`config.mk`:
```
export PLATFORM = sky130hd
export DESIGN_NAME = spi_flash_target
export DESIGN_NICKNAME = d
export VERILOG_FILES = /design/src/rtl/spi_flash_target.sv
export SDC_FILE = /design/constraint.sdc
export NUM_CORES = 1
export LEC_CHECK = 0
export CAP_MARGIN = 25
export CORE_ASPECT_RATIO = 1.25
export CORE_MARGIN = 2
export CORE_UTILIZATION = 40
export CTS_CLUSTER_DIAMETER = 200
export DETAILED_ROUTE_END_ITERATION = 12
export GPL_TIMING_DRIVEN = 1
export HOLD_SLACK_MARGIN = 0.12
export PLACE_DENSITY_LB_ADDON = 0.2
export SLEW_MARGIN = 20
export SYNTH_ARGS = -nofsm -noshare
export SYNTH_HDL_FRONTEND = slang
export SYNTH_SLANG_ARGS = --single-unit
```
`constraint.sdc`:
```
create_clock -name i_clk -period 3 [get_ports i_clk]
set_clock_uncertainty 0.05 [all_clocks]
set_input_delay 0.6 -clock i_clk [delete_from_list [all_inputs] [get_ports i_clk]]
set_output_delay 0.6 -clock i_clk [all_outputs]
set_load 0.01 [all_outputs]
```
`src/rtl/spi_flash_target.sv`:
```
// Device side of a 25-series SPI NOR flash (mode 0, MSB first): READ, JEDEC-ID, STATUS,
// power-down and wake, with oversampled SPI pins and a synchronous external memory read port.
module spi_flash_target #(
  parameter int          MEM_AW   = 16,
  parameter logic [23:0] JEDEC_ID = 24'hC84015,
  parameter logic [7:0]  STATUS   = 8'h00
) (
  input  logic              i_clk,
  input  logic              i_rst,
  input  logic              i_cs,
  input  logic              i_sclk,
  input  logic              i_copi,
  output logic              o_cipo,
  output logic              o_cipo_oe,
  output logic              o_mem_rd,
  output logic [MEM_AW-1:0] o_mem_addr,
  input  logic [7:0]        i_mem_data
);

  typedef enum logic [2:0] {
    ST_IDLE, ST_CMD, ST_ADDR, ST_READ, ST_ID, ST_STAT, ST_IGNORE
  } state_e;

  typedef enum logic [1:0] {
    PEND_NONE, PEND_SLEEP, PEND_WAKE
  } pend_e;

  logic [1:0] cs_sync_q, sclk_sync_q, copi_sync_q;
  logic       sclk_prev_q, cs_prev_q, armed_q;
  logic [1:0] settle_q;
  logic       cs_s, sclk_s, copi_s;
  logic       rise_s, fall_s, cs_rise_s, cs_fall_s;

  state_e            state_q, state_d;
  pend_e             pend_q, pend_d;
  logic              awake_q, awake_d;
  logic [22:0]       shreg_q, shreg_d;
  logic [4:0]        bitcnt_q, bitcnt_d;
  logic [7:0]        tx_q, tx_d;
  logic              cipo_q, cipo_d;
  logic              oe_q, oe_d;
  logic              mem_rd_q, mem_rd_d;
  logic [MEM_AW-1:0] mem_addr_q, mem_addr_d;
  logic [MEM_AW-1:0] addr_q, addr_d;
  logic              rd_vld_q, rd_vld_d;
  logic              pf_req_q, pf_req_d;
  logic [7:0]        pf_buf_q, pf_buf_d;
  logic [2:0]        fcnt_q, fcnt_d;
  logic              rise_seen_q, rise_seen_d;
  logic [1:0]        id_idx_q, id_idx_d;
  logic [23:0]       rx_next_s;
  logic [7:0]        next_byte_s;
  logic              unused_rx_s;

  // Pin synchronisers and edge history; CS-fall detection is armed only once CS has really been seen high
  always_ff @(posedge i_clk or posedge i_rst) begin
    if (i_rst) begin
      cs_sync_q   <= 2'b11;
      sclk_sync_q <= 2'b00;
      copi_sync_q <= 2'b00;
      sclk_prev_q <= 1'b0;
      cs_prev_q   <= 1'b1;
      settle_q    <= 2'd0;
      armed_q     <= 1'b0;
    end else begin
      cs_sync_q   <= {cs_sync_q[0], i_cs};
      sclk_sync_q <= {sclk_sync_q[0], i_sclk};
      copi_sync_q <= {copi_sync_q[0], i_copi};
      sclk_prev_q <= sclk_sync_q[1];
      cs_prev_q   <= cs_sync_q[1];
      settle_q    <= (settle_q == 2'd2) ? settle_q : settle_q + 2'd1;
      armed_q     <= armed_q | ((settle_q == 2'd2) & cs_sync_q[1]);
    end
  end

  assign cs_s        = cs_sync_q[1];
  assign sclk_s      = sclk_sync_q[1];
  assign copi_s      = copi_sync_q[1];
  assign rise_s      = sclk_s & ~sclk_prev_q & ~cs_s;
  assign fall_s      = ~sclk_s & sclk_prev_q & ~cs_s;
  assign cs_rise_s   = cs_s & ~cs_prev_q;
  assign cs_fall_s   = ~cs_s & cs_prev_q;
  assign unused_rx_s = ^rx_next_s;

  // Transaction FSM and datapath next-state
  always_comb begin
    state_d     = state_q;
    pend_d      = pend_q;
    awake_d     = awake_q;
    shreg_d     = shreg_q;
    bitcnt_d    = bitcnt_q;
    tx_d        = tx_q;
    cipo_d      = cipo_q;
    oe_d        = oe_q;
    mem_rd_d    = 1'b0;
    mem_addr_d  = mem_addr_q;
    addr_d      = addr_q;
    rd_vld_d    = mem_rd_q;
    pf_req_d    = 1'b0;
    pf_buf_d    = pf_buf_q;
    fcnt_d      = fcnt_q;
    rise_seen_d = rise_seen_q;
    id_idx_d    = id_idx_q;
    rx_next_s   = {shreg_q, copi_s};
    next_byte_s = 8'h00;

    case (state_q)
      ST_READ: next_byte_s = pf_buf_q;
      ST_STAT: next_byte_s = STATUS;
      ST_ID: begin
        case (id_idx_q)
          2'd1:    next_byte_s = JEDEC_ID[15:8];
          2'd2:    next_byte_s = JEDEC_ID[7:0];
          default: next_byte_s = 8'h00;
        endcase
      end
      default: next_byte_s = 8'h00;
    endcase

    if (cs_rise_s) begin
      state_d     = ST_IDLE;
      oe_d        = 1'b0;
      cipo_d      = 1'b0;
      bitcnt_d    = 5'd0;
      fcnt_d      = 3'd0;
      rise_seen_d = 1'b0;
      pend_d      = PEND_NONE;
      // Sleep/wake only commit when CS rises on a whole-byte boundary
      if ((bitcnt_q[2:0] == 3'd0) && (pend_q == PEND_SLEEP)) begin
        awake_d = 1'b0;
      end else if ((bitcnt_q[2:0] == 3'd0) && (pend_q == PEND_WAKE)) begin
        awake_d = 1'b1;
      end else begin
        awake_d = awake_q;
      end
    end else begin
      case (state_q)
        ST_IDLE: begin
          if (cs_fall_s && armed_q) begin
            state_d  = ST_CMD;
            bitcnt_d = 5'd0;
            shreg_d  = 23'h0;
          end else begin
            state_d = ST_IDLE;
          end
        end

        ST_CMD: begin
          if (rise_s) begin
            shreg_d = rx_next_s[22:0];
            if (bitcnt_q == 5'd7) begin
              bitcnt_d = 5'd0;
              if (!awake_q) begin
                state_d = ST_IGNORE;
                pend_d  = (rx_next_s[7:0] == 8'hAB) ? PEND_WAKE : PEND_NONE;
              end else begin
                case (rx_next_s[7:0])
                  8'h03: state_d = ST_ADDR;
                  8'h9F: begin
                    state_d     = ST_ID;
                    id_idx_d    = 2'd1;
                    tx_d        = JEDEC_ID[23:16];
                    cipo_d      = JEDEC_ID[23];
                    oe_d        = 1'b1;
                    fcnt_d      = 3'd0;
                    rise_seen_d = 1'b0;
                  end
                  8'h05: begin
                    state_d     = ST_STAT;
                    tx_d        = STATUS;
                    cipo_d      = STATUS[7];
                    oe_d        = 1'b1;
                    fcnt_d      = 3'd0;
                    rise_seen_d = 1'b0;
                  end
                  8'hB9: begin
                    state_d = ST_IGNORE;
                    pend_d  = PEND_SLEEP;
                  end
                  8'hAB: begin
                    state_d = ST_IGNORE;
                    pend_d  = PEND_WAKE;
                  end
                  default: state_d = ST_IGNORE;
                endcase
              end
            end else begin
              bitcnt_d = bitcnt_q + 5'd1;
            end
          end else begin
            shreg_d = shreg_q;
          end
        end

        ST_ADDR: begin
          if (rd_vld_q) begin
            state_d     = ST_READ;
            tx_d        = i_mem_data;
            cipo_d      = i_mem_data[7];
            oe_d        = 1'b1;
            fcnt_d      = 3'd0;
            rise_seen_d = 1'b0;
          end else if (rise_s) begin
            shreg_d = rx_next_s[22:0];
            if (bitcnt_q == 5'd23) begin
              bitcnt_d   = 5'd0;
              mem_rd_d   = 1'b1;
              mem_addr_d = rx_next_s[MEM_AW-1:0];
              addr_d     = rx_next_s[MEM_AW-1:0];
            end else begin
              bitcnt_d = bitcnt_q + 5'd1;
            end
          end else begin
            bitcnt_d = bitcnt_q;
          end
        end

        ST_READ, ST_ID, ST_STAT: begin
          // The falling edge trailing the command/address byte is skipped via rise_seen
          if (rise_s) begin
            rise_seen_d = 1'b1;
          end else if (fall_s && rise_seen_q) begin
            rise_seen_d = 1'b0;
            fcnt_d      = fcnt_q + 3'd1;
            if (fcnt_q == 3'd7) begin
              tx_d     = next_byte_s;
              cipo_d   = next_byte_s[7];
              id_idx_d = ((state_q == ST_ID) && (id_idx_q != 2'd3)) ? id_idx_q + 2'd1 : id_idx_q;
            end else begin
              tx_d     = {tx_q[6:0], 1'b0};
              cipo_d   = tx_q[6];
              pf_req_d = (state_q == ST_READ) && (fcnt_q == 3'd0);
            end
          end else begin
            rise_seen_d = rise_seen_q;
          end
          if (pf_req_q) begin
            mem_rd_d   = 1'b1;
            mem_addr_d = addr_q + {{(MEM_AW-1){1'b0}}, 1'b1};
            addr_d     = addr_q + {{(MEM_AW-1){1'b0}}, 1'b1};
          end else begin
            mem_rd_d = 1'b0;
          end
          if (rd_vld_q) begin
            pf_buf_d = i_mem_data;
          end else begin
            pf_buf_d = pf_buf_q;
          end
        end

        ST_IGNORE: begin
          oe_d = 1'b0;
          if (rise_s) begin
            bitcnt_d = bitcnt_q + 5'd1;
          end else begin
            bitcnt_d = bitcnt_q;
          end
        end

        default: state_d = ST_IDLE;
      endcase
    end
  end

  // State and datapath registers
  always_ff @(posedge i_clk or posedge i_rst) begin
    if (i_rst) begin
      state_q     <= ST_IDLE;
      pend_q      <= PEND_NONE;
      awake_q     <= 1'b1;
      shreg_q     <= 23'h0;
      bitcnt_q    <= 5'd0;
      tx_q        <= 8'h00;
      cipo_q      <= 1'b0;
      oe_q        <= 1'b0;
      mem_rd_q    <= 1'b0;
      mem_addr_q  <= {MEM_AW{1'b0}};
      addr_q      <= {MEM_AW{1'b0}};
      rd_vld_q    <= 1'b0;
      pf_req_q    <= 1'b0;
      pf_buf_q    <= 8'h00;
      fcnt_q      <= 3'd0;
      rise_seen_q <= 1'b0;
      id_idx_q    <= 2'd0;
    end else begin
      state_q     <= state_d;
      pend_q      <= pend_d;
      awake_q     <= awake_d;
      shreg_q     <= shreg_d;
      bitcnt_q    <= bitcnt_d;
      tx_q        <= tx_d;
      cipo_q      <= cipo_d;
      oe_q        <= oe_d;
      mem_rd_q    <= mem_rd_d;
      mem_addr_q  <= mem_addr_d;
      addr_q      <= addr_d;
      rd_vld_q    <= rd_vld_d;
      pf_req_q    <= pf_req_d;
      pf_buf_q    <= pf_buf_d;
      fcnt_q      <= fcnt_d;
      rise_seen_q <= rise_seen_d;
      id_idx_q    <= id_idx_d;
    end
  end

  assign o_cipo     = cipo_q;
  assign o_cipo_oe  = oe_q;
  assign o_mem_rd   = mem_rd_q;
  assign o_mem_addr = mem_addr_q;

endmodule

```
==> flow_summary.toml <==
[clocking]
cts_buffer_depth = 2
numCtsBuffers = 9
clkLatencyLatePin_ns = 0.34
cts_setup_buffers = 0
clkTransAtPathRegs_ns = 0.06
cts_resized = 0
htree_num_levels = 3
cts_tree = "done"
cts_num_sinks = 79
cts_hold_buf = 0
cts-root-buf = "clkbuf_16"

[setup_path]
slowest_stage = "dfrtp_1"
r2r-start = "state_q[2]$_DFFE_PP0P_"
worstSetupEndpointType = "register"
cp.arrival_ns = 2.59
path_class = "register to register"
crit_chain = "nand2b_1 -> nand2_1 -> buf_4 -> nand3_1 -> o211ai_2 -> mux2_4"
cpLargestDelayFamily = "flip-flops"
crit_fanout = 34
critPathLaunchType = "register"
r2r_slack_ns = 0.58
crit_start = "state_q[2]$_DFFE_PP0P_"
path_buf_inv = 1
cp_slowest_stage_delay_ns = 0.74
path_depth = 6
timing.rr.end = "o_cipo$_DFFE_PP0P_"
r2r_cells = 6
endpoint = "o_cipo$_DFFE_PP0P_"
required_ns = 3.17

[logic_synthesis]
synth.area.mux_share_pct = 6.33
syn-instance-count = 455
synth-edff-count = 0
ys_ff_latch = 79
ys_async_sr_fraction_pct = 100
synthesis.nets = 478
ys_seq_area_share_pct = 45.3
synth-xor-area-share_pct = 0.401
synth_cell_types = 77
synth_largest_area_cell = "dfrtp_1"
synthTopCellsByArea = "dfrtp_1, nand2_1, o21ai_0"
synth_adder_area_share_pct = 2.86
synthesis.area_sq_um = 4370
synthSimpleGateAreaFrac_pct = 19.8
synth_area_per_cell_sq_um = 9.61
post-synth-top-area-fraction_pct = 42.9
synth_ff_type = "dfrtp_1"
synth_top_family_by_area = "compound AO/OA/AOI/OAI gates"
ys_warn_count = 0
synth_compound_area_share_pct = 20.4

[power_and_ir_drop]
swShare_pct = 36.6
peakVddDrop_mv = 0.384
power_density_nw_per_um2 = 869
power.leakage_uw = 0.00206
power_frac_seq_pct = 37.0
internal_power_uw = 2810
p_clk_share_pct = 26.6
switching_power_uw = 1620
pwr-share-comb_pct = 36.3

[global_routing]
use_met3_pct = 4.55
antenna_found_initial = 0
grt.overflow.total = 0
grt_pass1_wl_mm = 18.5
grt_pass1_vias = 3682
track_usage_pct = 19.7
grt_max_degree = 35
grt-busiest-layer = "met2"
met1_usage_pct = 24.2
met2_usage_pct = 32.8

[die]
die_area_sq_um = 11800
core_sq_um = 10600
die_width_microns = 97.5
start_util_pct = 41.2
num_rows = 42
fp.dieH_microns = 121
io-pin-count = 32

[timing]
finalCritPeriodShare_pct = 80.7
min_period_ns = 2.42
setup_viol_count_final = 0
holdWs_ns = 0.300
slew_headroom_pct = 43.3
rsz0062_at_grt = "false"
worst_slew_pin_slew_ns = 0.848
maxSlewViolCount = 0
fmax_mhz = 413
tns_ns = 0
timing.final.hold_violations = 0

[cells_and_area]
design_area_sq_um = 5090
drive_gt1_share_pct = 13.3
antenna_cells = 0
fin_nets = 500
area_delta_synth_final_pct = 16.5

[place]
globalplace.congestion = 0.921
postPlaceCellArea_sq_um = 4770
dp_hpwl_mm = 7.55
portBuffers = 31

[drt]
wirelength_mm = 10.8
drtIter0Drc = 197
drcViolationCount = 0
vias = 3579
firstDrtPassIters = 5
drt.antenna.violating_nets = 0
wire_per_inst_microns = 17.5
via_per_inst = 5.83

[worst_hold_path]
hold_depth = 0
hp-class = "register to register"

[status]
status = "finished, final reports clean"

[job]
drv.max_cap_violation_count = 0
[power groups by stage]
stage          sequential (uW)  combinational, uW  clock, uW
6_report                  1640               1610       1180
3_3_place_gp              1640               1580          0
5_1_grt                   1680               1790       1260
3_5_place_dp              1650               1600          0
2_1_floorplan             1540               1210          0
4_1_cts                   1630               1610       1210
[sequential cells by signal (all words and copies together) (netlist names), 2 cells and up]
register / flops
id_idx_q: 2
copi_sync_q: 2
addr_q: 16
cs_sync_q: 2
bitcnt_q: 5
state_q: 3
pend_q: 2
shreg_q: 15
sclk_sync_q: 2
tx_q: 7
fcnt_q: 3
settle_q: 2
pf_buf_q: 8
[per-layer routing]
| metal | vias up | wire length, microns |
|---|---|---|
| li1 | 1706 | - |
| met1 | 1738 | 4480 |
| met2 | 112 | 5470 |
| met3 | 23 | 491 |
| met4 | 0 | 322 |
| met5 | - | 0 |
[kinds of logic (layout without fill, tap and decap cells)]
| kind of cell | Yosys count | count (layout) |
|---|---|---|
| buffers and inverters | 47 | 74 |
| adder cells (fa/ha/maj) | 10 | 10 |
| multiplexers | 25 | 25 |
| AND/OR/NAND/NOR | 161 | 161 |
| AO/OA/AOI/OAI | 131 | 131 |
| XOR/XNOR | 2 | 2 |
| flip-flops | 79 | 79 |
[placed cells by master (no fill, tap or decap), types with 6 or more instances in the layout]
| cell type | synthesis | final |
|---|---|---|
| dfrtp_1 | 75 | 75 |
| clkdlybuf4s50_1 | 0 | 31 |
| a21oi_1 | 21 | 21 |
| a31oi_1 | 9 | 9 |
| buf_4 | 4 | 6 |
| nand2_1 | 60 | 60 |
| nor2b_1 | 6 | 6 |
| clkbuf_16 | 0 | 9 |
| mux2_2 | 16 | 16 |
| nor2_1 | 25 | 25 |
| ha_1 | 10 | 10 |
| mux2i_1 | 7 | 7 |
| a2bb2oi_1 | 7 | 7 |
| inv_1 | 19 | 18 |
| nand3_1 | 23 | 23 |
| o21ai_0 | 41 | 41 |
[area by class of cell]
cell class	instances	area, sq um
Timing Repair Buffer	38	375
Clock inverter	4	70.1
Tap cell	132	165
Fill cell	992	5520
Multi-Input combinational cell	329	2180
Clock buffer	12	246
Sequential cell	79	1980
Inverter	20	76.3
[synthesized netlist by cell type (6+ instances only)]
master,number
inv_1,19
nand3_1,23
nand2_1,60
nor2_1,25
buf_2,6
a2bb2oi_1,7
a21oi_1,21
a31oi_1,9
ha_1,10
nor2b_1,6
dfrtp_1,75
mux2i_1,7
o21ai_0,41
mux2_2,16
clkbuf_1,14
[how the worst min path moves through the flow]
stage / from / endpoint
6_report: sclk_sync_q[0]$_DFF_PP0_ / sclk_sync_q[1]$_DFF_PP0_
5_1_grt: cs_sync_q[0]$_DFF_PP1_ / cs_sync_q[1]$_DFF_PP1_
4_1_cts: sclk_sync_q[0]$_DFF_PP0_ / sclk_sync_q[1]$_DFF_PP0_
3_5_place_dp: sclk_sync_q[0]$_DFF_PP0_ / sclk_sync_q[1]$_DFF_PP0_
3_3_place_gp: sclk_sync_q[0]$_DFF_PP0_ / sclk_sync_q[1]$_DFF_PP0_
2_1_floorplan: copi_sync_q[0]$_DFF_PP0_ / copi_sync_q[1]$_DFF_PP0_
[per-stage QoR]
step	utilization, %	cells	total power [uW]	worst slack, ns
after floorplan	-	455	2750	0.333
final	48.0	614	4430	0.579
after detailed placement	45.0	598	3250	0.649
after global placement	45.0	598	3220	0.658
after global routing	48.0	614	4730	0.379
after CTS	48.0	614	4460	0.623
No activity file was read; power rests on OpenSTA's default activity.
